File: config.mk
export PLATFORM = sky130hd
export DESIGN_NAME = delay_sweep
export DESIGN_NICKNAME = d
export VERILOG_FILES = /design/src/rtl/delay_sweep_pkg.sv /design/src/rtl/tapped_delay_line.sv /design/src/rtl/delay_sweep.sv
export SDC_FILE = /design/constraint.sdc
export NUM_CORES = 1
export LEC_CHECK = 0
export BUFFER_PORTS_ARGS = -buffer_cell sky130_fd_sc_hd__buf_4
export CORE_MARGIN = 2
export CORE_UTILIZATION = 29
export CTS_CLUSTER_SIZE = 8
export DETAILED_ROUTE_END_ITERATION = 7
export MAX_ROUTING_LAYER = met4
export PLACE_DENSITY = 0.57
export REMOVE_ABC_BUFFERS = 1
export SYNTH_ARGS = -nofsm -noshare
export SYNTH_HDL_FRONTEND = slang
export SYNTH_SLANG_ARGS = --single-unit
File: constraint.sdc
create_clock -name clk -period 4.14 [get_ports clk]
set_input_delay 0.828 -clock clk [delete_from_list [all_inputs] [get_ports clk]]
set_output_delay 0.828 -clock clk [all_outputs]
set_load 0.05 [all_outputs]
File: src/rtl/delay_sweep_pkg.sv
// Shared types and width helpers for the delay-chain characterisation block.
package delay_sweep_pkg;

    typedef enum logic [2:0] {
        S_IDLE   = 3'd0,
        S_LAUNCH = 3'd1,
        S_CAPT   = 3'd2,
        S_CHECK  = 3'd3,
        S_DONE   = 3'd4
    } state_e;

    function automatic int tap_idx_w(input int taps);
        return (taps > 1) ? $clog2(taps) : 1;
    endfunction

    function automatic int err_w(input int taps, input int trials);
        return $clog2(taps * trials + 1);
    endfunction

endpackage

File: src/rtl/tapped_delay_line.sv
// Inverter chain with a tap after every PAIRS_PER_TAP inverter pairs.
module tapped_delay_line #(
    parameter int TAPS          = 8,
    parameter int PAIRS_PER_TAP = 2
) (
    input  logic            din,
    output logic [TAPS-1:0] taps
);

    localparam int N_INV = 2 * PAIRS_PER_TAP * TAPS;

    // Each stage owns its nets so the chain is a plain feed-forward structure.
    for (genvar i = 0; i < N_INV; i++) begin : g_inv
        wire n_in;
        wire n_out;
        if (i == 0) begin : g_first
            assign n_in = din;
        end else begin : g_next
            assign n_in = g_inv[i-1].n_out;
        end
        (* keep = "true", dont_touch = "true" *)
        not u_inv (n_out, n_in);
    end

    for (genvar k = 0; k < TAPS; k++) begin : g_tap
        assign taps[k] = g_inv[2*PAIRS_PER_TAP*(k+1)-1].n_out;
    end

endmodule

File: src/rtl/delay_sweep.sv
// Launch/capture sequencer that characterises a tapped delay chain, one tap or all taps.
module delay_sweep
    import delay_sweep_pkg::*;
#(
    parameter int TAPS          = 8,
    parameter int PAIRS_PER_TAP = 2,
    parameter int TRIALS        = 4
) (
    input  logic                              clk,
    input  logic                              rst,
    input  logic                              start,
    input  logic                              sweep,
    input  logic [tap_idx_w(TAPS)-1:0]        tap_sel,
    input  logic                              test,
    input  logic                              inject,
    output logic                              busy,
    output logic                              done,
    output logic                              fail_found,
    output logic [tap_idx_w(TAPS)-1:0]        first_fail_tap,
    output logic [err_w(TAPS, TRIALS)-1:0]    err_cnt,
    output logic                              dout
);

    localparam int TW = tap_idx_w(TAPS);
    localparam int EW = err_w(TAPS, TRIALS);
    localparam int CW = $clog2(TRIALS + 1);
    localparam logic [TW-1:0] LAST_TAP = TW'(TAPS - 1);
    localparam logic [CW-1:0] TRIALS_C = CW'(TRIALS);

    state_e          state_q, state_d;
    logic            launch_q, launch_d;
    logic            expect_q, expect_d;
    logic            cap_q, cap_d;
    logic [TW-1:0]   cur_q, cur_d;
    logic [CW-1:0]   trial_q, trial_d;
    logic            tapfail_q, tapfail_d;
    logic [EW-1:0]   err_q, err_d;
    logic            ffound_q, ffound_d;
    logic [TW-1:0]   ftap_q, ftap_d;
    logic            sweep_q, sweep_d;
    logic            test_q, test_d;
    logic            busy_q, busy_d;
    logic            done_q, done_d;

    logic [TAPS-1:0] taps_s;
    logic            tap_s;
    logic            mismatch_s;
    logic [CW-1:0]   trial_inc_s;

    function automatic logic [TW-1:0] clamp_tap(input logic [TW-1:0] sel);
        if (int'(sel) > TAPS - 1) begin
            return LAST_TAP;
        end else begin
            return sel;
        end
    endfunction

    tapped_delay_line #(
        .TAPS          (TAPS),
        .PAIRS_PER_TAP (PAIRS_PER_TAP)
    ) u_line (
        .din  (launch_q),
        .taps (taps_s)
    );

    // The chain is a deliberate single-cycle path: launch_q -> taps -> mux -> cap_q.
    assign tap_s       = taps_s[cur_q];
    assign mismatch_s  = cap_q ^ expect_q;
    assign trial_inc_s = trial_q + CW'(1);

    // Next-state and datapath decode for the launch/capture/check sequence.
    always_comb begin
        state_d   = state_q;
        launch_d  = launch_q;
        expect_d  = expect_q;
        cap_d     = cap_q;
        cur_d     = cur_q;
        trial_d   = trial_q;
        tapfail_d = tapfail_q;
        err_d     = err_q;
        ffound_d  = ffound_q;
        ftap_d    = ftap_q;
        sweep_d   = sweep_q;
        test_d    = test_q;
        case (state_q)
            S_IDLE, S_DONE: begin
                if (start) begin
                    sweep_d   = sweep;
                    test_d    = test;
                    cur_d     = sweep ? {TW{1'b0}} : clamp_tap(tap_sel);
                    err_d     = {EW{1'b0}};
                    ffound_d  = 1'b0;
                    ftap_d    = {TW{1'b0}};
                    trial_d   = {CW{1'b0}};
                    tapfail_d = 1'b0;
                    state_d   = S_LAUNCH;
                end else begin
                    state_d = state_q;
                end
            end
            S_LAUNCH: begin
                launch_d = ~launch_q;
                expect_d = ~launch_q;
                state_d  = S_CAPT;
            end
            S_CAPT: begin
                cap_d   = (test_q ? tap_s : launch_q) ^ inject;
                state_d = S_CHECK;
            end
            S_CHECK: begin
                if (mismatch_s) begin
                    tapfail_d = 1'b1;
                    if (err_q != {EW{1'b1}}) begin
                        err_d = err_q + EW'(1);
                    end else begin
                        err_d = err_q;
                    end
                end else begin
                    tapfail_d = tapfail_q;
                end
                if (trial_inc_s == TRIALS_C) begin
                    if ((tapfail_q || mismatch_s) && !ffound_q) begin
                        ffound_d = 1'b1;
                        ftap_d   = cur_q;
                    end else begin
                        ffound_d = ffound_q;
                    end
                    trial_d   = {CW{1'b0}};
                    tapfail_d = 1'b0;
                    if (sweep_q && (cur_q != LAST_TAP)) begin
                        cur_d   = cur_q + TW'(1);
                        state_d = S_LAUNCH;
                    end else begin
                        state_d = S_DONE;
                    end
                end else begin
                    trial_d = trial_inc_s;
                    state_d = S_LAUNCH;
                end
            end
            default: begin
                state_d = S_IDLE;
            end
        endcase
        busy_d = (state_d == S_LAUNCH) || (state_d == S_CAPT) || (state_d == S_CHECK);
        done_d = (state_d == S_DONE) && (state_q != S_DONE);
    end

    // State, counters, launch/capture flops and registered status outputs.
    always_ff @(posedge clk) begin
        if (rst) begin
            state_q   <= S_IDLE;
            launch_q  <= 1'b0;
            expect_q  <= 1'b0;
            cap_q     <= 1'b0;
            cur_q     <= {TW{1'b0}};
            trial_q   <= {CW{1'b0}};
            tapfail_q <= 1'b0;
            err_q     <= {EW{1'b0}};
            ffound_q  <= 1'b0;
            ftap_q    <= {TW{1'b0}};
            sweep_q   <= 1'b0;
            test_q    <= 1'b0;
            busy_q    <= 1'b0;
            done_q    <= 1'b0;
        end else begin
            state_q   <= state_d;
            launch_q  <= launch_d;
            expect_q  <= expect_d;
            cap_q     <= cap_d;
            cur_q     <= cur_d;
            trial_q   <= trial_d;
            tapfail_q <= tapfail_d;
            err_q     <= err_d;
            ffound_q  <= ffound_d;
            ftap_q    <= ftap_d;
            sweep_q   <= sweep_d;
            test_q    <= test_d;
            busy_q    <= busy_d;
            done_q    <= done_d;
        end
    end

    assign busy           = busy_q;
    assign done           = done_q;
    assign fail_found     = ffound_q;
    assign first_fail_tap = ftap_q;
    assign err_cnt        = err_q;
    assign dout           = cap_q;

endmodule

; After elaboration in Yosys (flattened, before gate mapping)
; Cells that the tools add are included.
[totals]
register_bits = 26
elab_cells = 84
inputBits = 9
[op_classes]
reduce_logical = 16
bitwise_logic = 3
addsub = 3
n_mux = 29
order_cmp = 1
n_eq_ne = 19
[ops]
columns = operator, count
row1 = $mux 3, 11
row2 = $mux 6, 3
row3 = $pmux 3 s2, 3
row4 = $eq 3x2->1 const B, 4
row5 = $ne 2x2->1 const B, 6
row6 = $pmux 3 s4, 1
row7 = $pmux 6 s2, 1
row8 = $reduce_and 4->1, 3
row9 = $eq 3x3->1 const B, 3
row10 = $ne 3x3->1 const B, 3
row11 = $mux 1, 7
row12 = $add 3x1->3 const B, 2
row13 = $add 6x1->6 const B, 1
row14 = $eq 3x1->1 const B, 2
row15 = $ne 6x6->1 const B, 1
row16 = $lt 3x4->1 const B, 1
row17 = $pmux 1 s2, 2
row18 = $reduce_and 2->1, 2
row19 = $bmux 1 s3, 1
row20 = $logic_and 1x1->1, 3
row21 = $logic_not 3->1, 1
row22 = $logic_or 1x1->1, 3
row23 = $reduce_and 3->1, 1
row24 = $reduce_bool 2->1, 1
row25 = other kinds (4), 5

; Longest topological paths before layout
[logic_depth]
word_depth = 8
depth_mapped = 6
mapped_depth_nobuf = 6

; By module
; A second synthesis with hierarchy kept.
[hier_totals]
cells_unflattened = 155
hier_area_um2 = 1405.1
[by_module_without_submodules]
columns = mod, n_inst, cells_each, area_each_um2, seq_area_each_um2
row1 = delay_sweep, 1, 147, 1345.0, 520.5
row2 = tapped_delay_line, 1, 8, 60.1, 0.0

; Least setup slack after synthesis
; Ideal clock, no wire load.
[synth_path]
kind = in2reg
start = input start
end = register err_q[0] (netlist: err_cnt[0])
cell_stages = 5
required_time_ns = 4.012
setup_ns = 0.128
arrival_time_ns = 1.647
slack_ns = 2.366
n_path_buf = 1
cell_sequence = or3b_2 clkbuf_1 nand2_1 mux2_2 nor2_1
[synth_via]
elab_chain_len = 2
[synth_rtl]
columns = element, line_no
row1 = from (decl), delay_sweep.sv:11  ; input logic start,
row2 = $ne 2x2->1 (no line), n/a
row3 = $reduce_and 4->1 (no line), n/a
row4 = to (signal assigned), delay_sweep.sv:159  ; err_q <= {EW{1'b0}};
row5 = to (signal assigned), delay_sweep.sv:174  ; err_q <= err_d;
row6 = to (decl), delay_sweep.sv:37  ; logic [EW-1:0] err_q, err_d;
; Every way passes these cells.
; A chain may end at the register's enable or synchronous reset.

; Worst setup path after layout
[layout_path]
start = input start
end = register cur_q[2]
[layout_via]
elab_chain_len = 2
[layout_rtl]
columns = element, line_no
row1 = $ne 2x2->1 (no line), n/a
row2 = $reduce_and 4->1 (no line), n/a
row3 = to (signal assigned), delay_sweep.sv:156  ; cur_q <= {TW{1'b0}};
row4 = to (signal assigned), delay_sweep.sv:171  ; cur_q <= cur_d;
row5 = to (decl), delay_sweep.sv:34  ; logic [TW-1:0] cur_q, cur_d;
; Every way passes these cells.

==> flow_summary.json <==
{
  "gr-total-overflow": 0,
  "io_pins": 22,
  "worstMarginPinSlew_ns": 0.614,
  "grt_use_total": 0.118,
  "yosys_warnings": 0,
  "synth_top_family_by_area": "simple AND/OR/NAND/NOR gates",
  "p_clk_frac": 0.270,
  "finalNetCount": 168,
  "grt_max_degree": 27,
  "crit_path_top_delay_cell": "nor3b_2",
  "worstPathMaxFanout": 6,
  "syn_to_final_growth_pct": 18.2,
  "syn_area_um2": 1250,
  "dpl.hpwl_um": 2080,
  "die-height_um": 69.8,
  "multiInputGateArea_um2": 708,
  "nFillCells": 430,
  "synth_xor_area_frac": 0.0409,
  "ant_nets": 0,
  "synthFlopType": "dfxtp_1",
  "numCtsBuffers": 3,
  "ys_async_sr_fraction": 0,
  "htree_levels": 1,
  "peakVddDrop_uv": 333,
  "portBuffers": 20,
  "ys_seq_area_frac": 0.399,
  "clk_pin_slew_worst_paths_ns": 0.09,
  "relSlewSlack": 0.591,
  "crit_path_start_kind": "primary input",
  "p_per_area_nw_per_um2": 374,
  "ctsHoldBuffers": 0,
  "slowest_delay_ns": 0.38,
  "cts_resized": 0,
  "ctsLongestPathBuffers": 2,
  "die_w_um": 69.8,
  "ys_ff_latch": 25,
  "seqPwrFrac": 0.499,
  "grt_pass1_wl_um": 4590,
  "synth_compound_area_frac": 0.161,
  "skew_ns": 0.00604,
  "placement_rows": 23,
  "critPathKind": "in -> reg",
  "drtIter0Drc": 27,
  "rsz0062_at_grt": "false",
  "synth-simple-area-share": 0.271,
  "synth_cells": 135,
  "finalCritPeriodShare": 0.439,
  "wl_per_cell_um": 13.5,
  "viasPerCell": 5.15,
  "worst-endpoint-arrival_ns": 2.02,
  "ff_latch_area_um2": 500,
  "vias": 1045,
  "final.setup.tns_ns": 0,
  "p_sw_frac": 0.328,
  "cts_tree": "done",
  "antenna_found_initial": 0,
  "root_buffer": "clkbuf_8",
  "numClockSinks": 25,
  "hold_class": "reg -> reg",
  "syn_avg_cell_area_um2": 9.29,
  "core_um2": 4090,
  "drv_cap": 0,
  "drive_above_1_share": 0.229,
  "synthMuxAreaShare": 0.0419,
  "status": "finished clean",
  "yosysUniqueCellTypes": 41,
  "worstPathRequired_ns": 4.35,
  "firstDrtPassIters": 4,
  "crit_path_end_kind": "flip-flop",
  "clk_latency_ns": 0.27,
  "start_util": 0.307,
  "place.gp.congestion": 0.775,
  "diodes": 0,
  "grt_pass1_vias": 969,
  "finalSetupViolations": 0,
  "whs_ns": 0.465,
  "fmax_mhz": 550,
  "finalHoldViolCount": 0,
  "postCtsSetupBuffers": 0,
  "p_switching_w": 0.000182,
  "leakage_nw": 0.545,
  "die-area_um2": 4870,
  "synth_edf_count": 0,
  "drc_errors": 0,
  "synthAdderAreaFrac": 0.0499,
  "final_max_slew_viol_count": 0,
  "p_int_w": 0.000372,
  "wl_um": 2750,
  "p_comb_frac": 0.231,
  "min_period_ns": 1.82,
  "crit_chain": "buf_4 -> nor3b_2 -> a21oi_1 -> a2111oi_0 -> o21bai_1"
}
-- worst max-delay path: cells and delay by family --
family	cells	cell delay, ns
AOI/OAI and AO/OA	3	0.73
and+or+nand+nor	1	0.38
buffers and inverters	1	0.09
-- kinds of logic after synthesis --
logic type      after synthesis
flops                        25
compound gates               28
buf+inv                       9
simple gates                 58
fa+ha+maj                     5
mux                           5
xor+xnor                      5
-- cell usage in the layout, fill, tap and decap left out, types with 2 or more instances in the layout --
cell,Yosys,final
o21bai_1,3,3
xnor2_1,3,3
dfxtp_1,25,25
a2111oi_0,2,2
nand3_1,5,5
ha_1,5,5
nand2_1,10,10
mux2_2,2,2
clkbuf_8,0,3
a21oi_1,10,10
nand2b_1,5,5
o32a_1,2,2
nand3b_1,5,5
mux2i_1,3,3
o21ai_0,4,4
nor2_1,14,14
nor3_1,2,2
inv_1,3,3
buf_4,3,20
nor3b_1,5,5
-- power groups by stage --
stage / Sequential (W) / Combinational, W / Clock [W]
2_1_floorplan: 0.000296 / 0.0000752 / 0
3_3_place_gp: 0.000281 / 0.000125 / 0
3_5_place_dp: 0.000282 / 0.000128 / 0
4_1_cts: 0.000276 / 0.000129 / 0.000153
5_1_grt: 0.000278 / 0.000141 / 0.000164
6_report: 0.000276 / 0.000128 / 0.000150
-- path summary, 6_finish.rpt --
path,startpoint,end,slack (ns),cells after the start
setup reg to reg,state_q[0],cur_q[2],2.35,4
hold / removal,sweep_q,sweep_q,0.47,2
hold reg to reg,sweep_q,sweep_q,0.47,2
setup / recovery,start,cur_q[2],2.32,5
-- per-layer routing --
metal	routed length, um	track usage	vias up
met1	1270	0.142	492
li1	-	-	525
met2	1330	0.197	26
met4	4	0.0128	0
met3	138	0.0422	2
met5	0	-	-
-- cells in the mapped netlist (2+ instances only) --
cell	n	share of area
inv_1	3	0.0090
xnor2_1	3	0.021
a21oi_1	10	0.040
o32a_1	2	0.016
mux2_2	2	0.018
ha_1	5	0.050
clkbuf_1	3	0.0090
a2111oi_0	2	0.014
nor3_1	2	0.0080
dfxtp_1	25	0.40
buf_4	3	0.018
mux2i_1	3	0.024
nand2b_1	5	0.025
o21ai_0	4	0.016
o21bai_1	3	0.018
nor2_1	14	0.042
nand3_1	5	0.020
nand3b_1	5	0.030
nand2_1	10	0.030
nor3b_1	5	0.030
-- area by class of cell --
class,count,share of cell area
Multi-Input combinational cell,101,0.478
Sequential cell,25,0.338
Timing Repair Buffer,20,0.101
Tap cell,50,0.0422
Clock buffer,3,0.0279
Inverter,3,0.00760
Clock inverter,1,0.00507
-- sequential cells by signal, summed over array words and instances (netlist names) --
name and count:
busy 1, cur_q 3, done 1, dout 1, err_cnt 6, expect_q 1
fail_found 1, first_fail_tap 3, state_q 3, sweep_q 1, tapfail_q 1, trial_q 3
-- through the flow --
stage	std cells	cell area (um^2)	total power [W]	setup slack, ns	util
6_report	203	1480	0.000554	2.32	0.363
4_1_cts	203	1480	0.000558	2.29	0.363
2_1_floorplan	129	1220	0.000371	2.37	-
3_5_place_dp	199	1430	0.000410	1.99	0.351
3_3_place_gp	199	1430	0.000406	2.10	0.351
5_1_grt	203	1480	0.000584	2.18	0.363
Power figures use the tool's default switching activity.
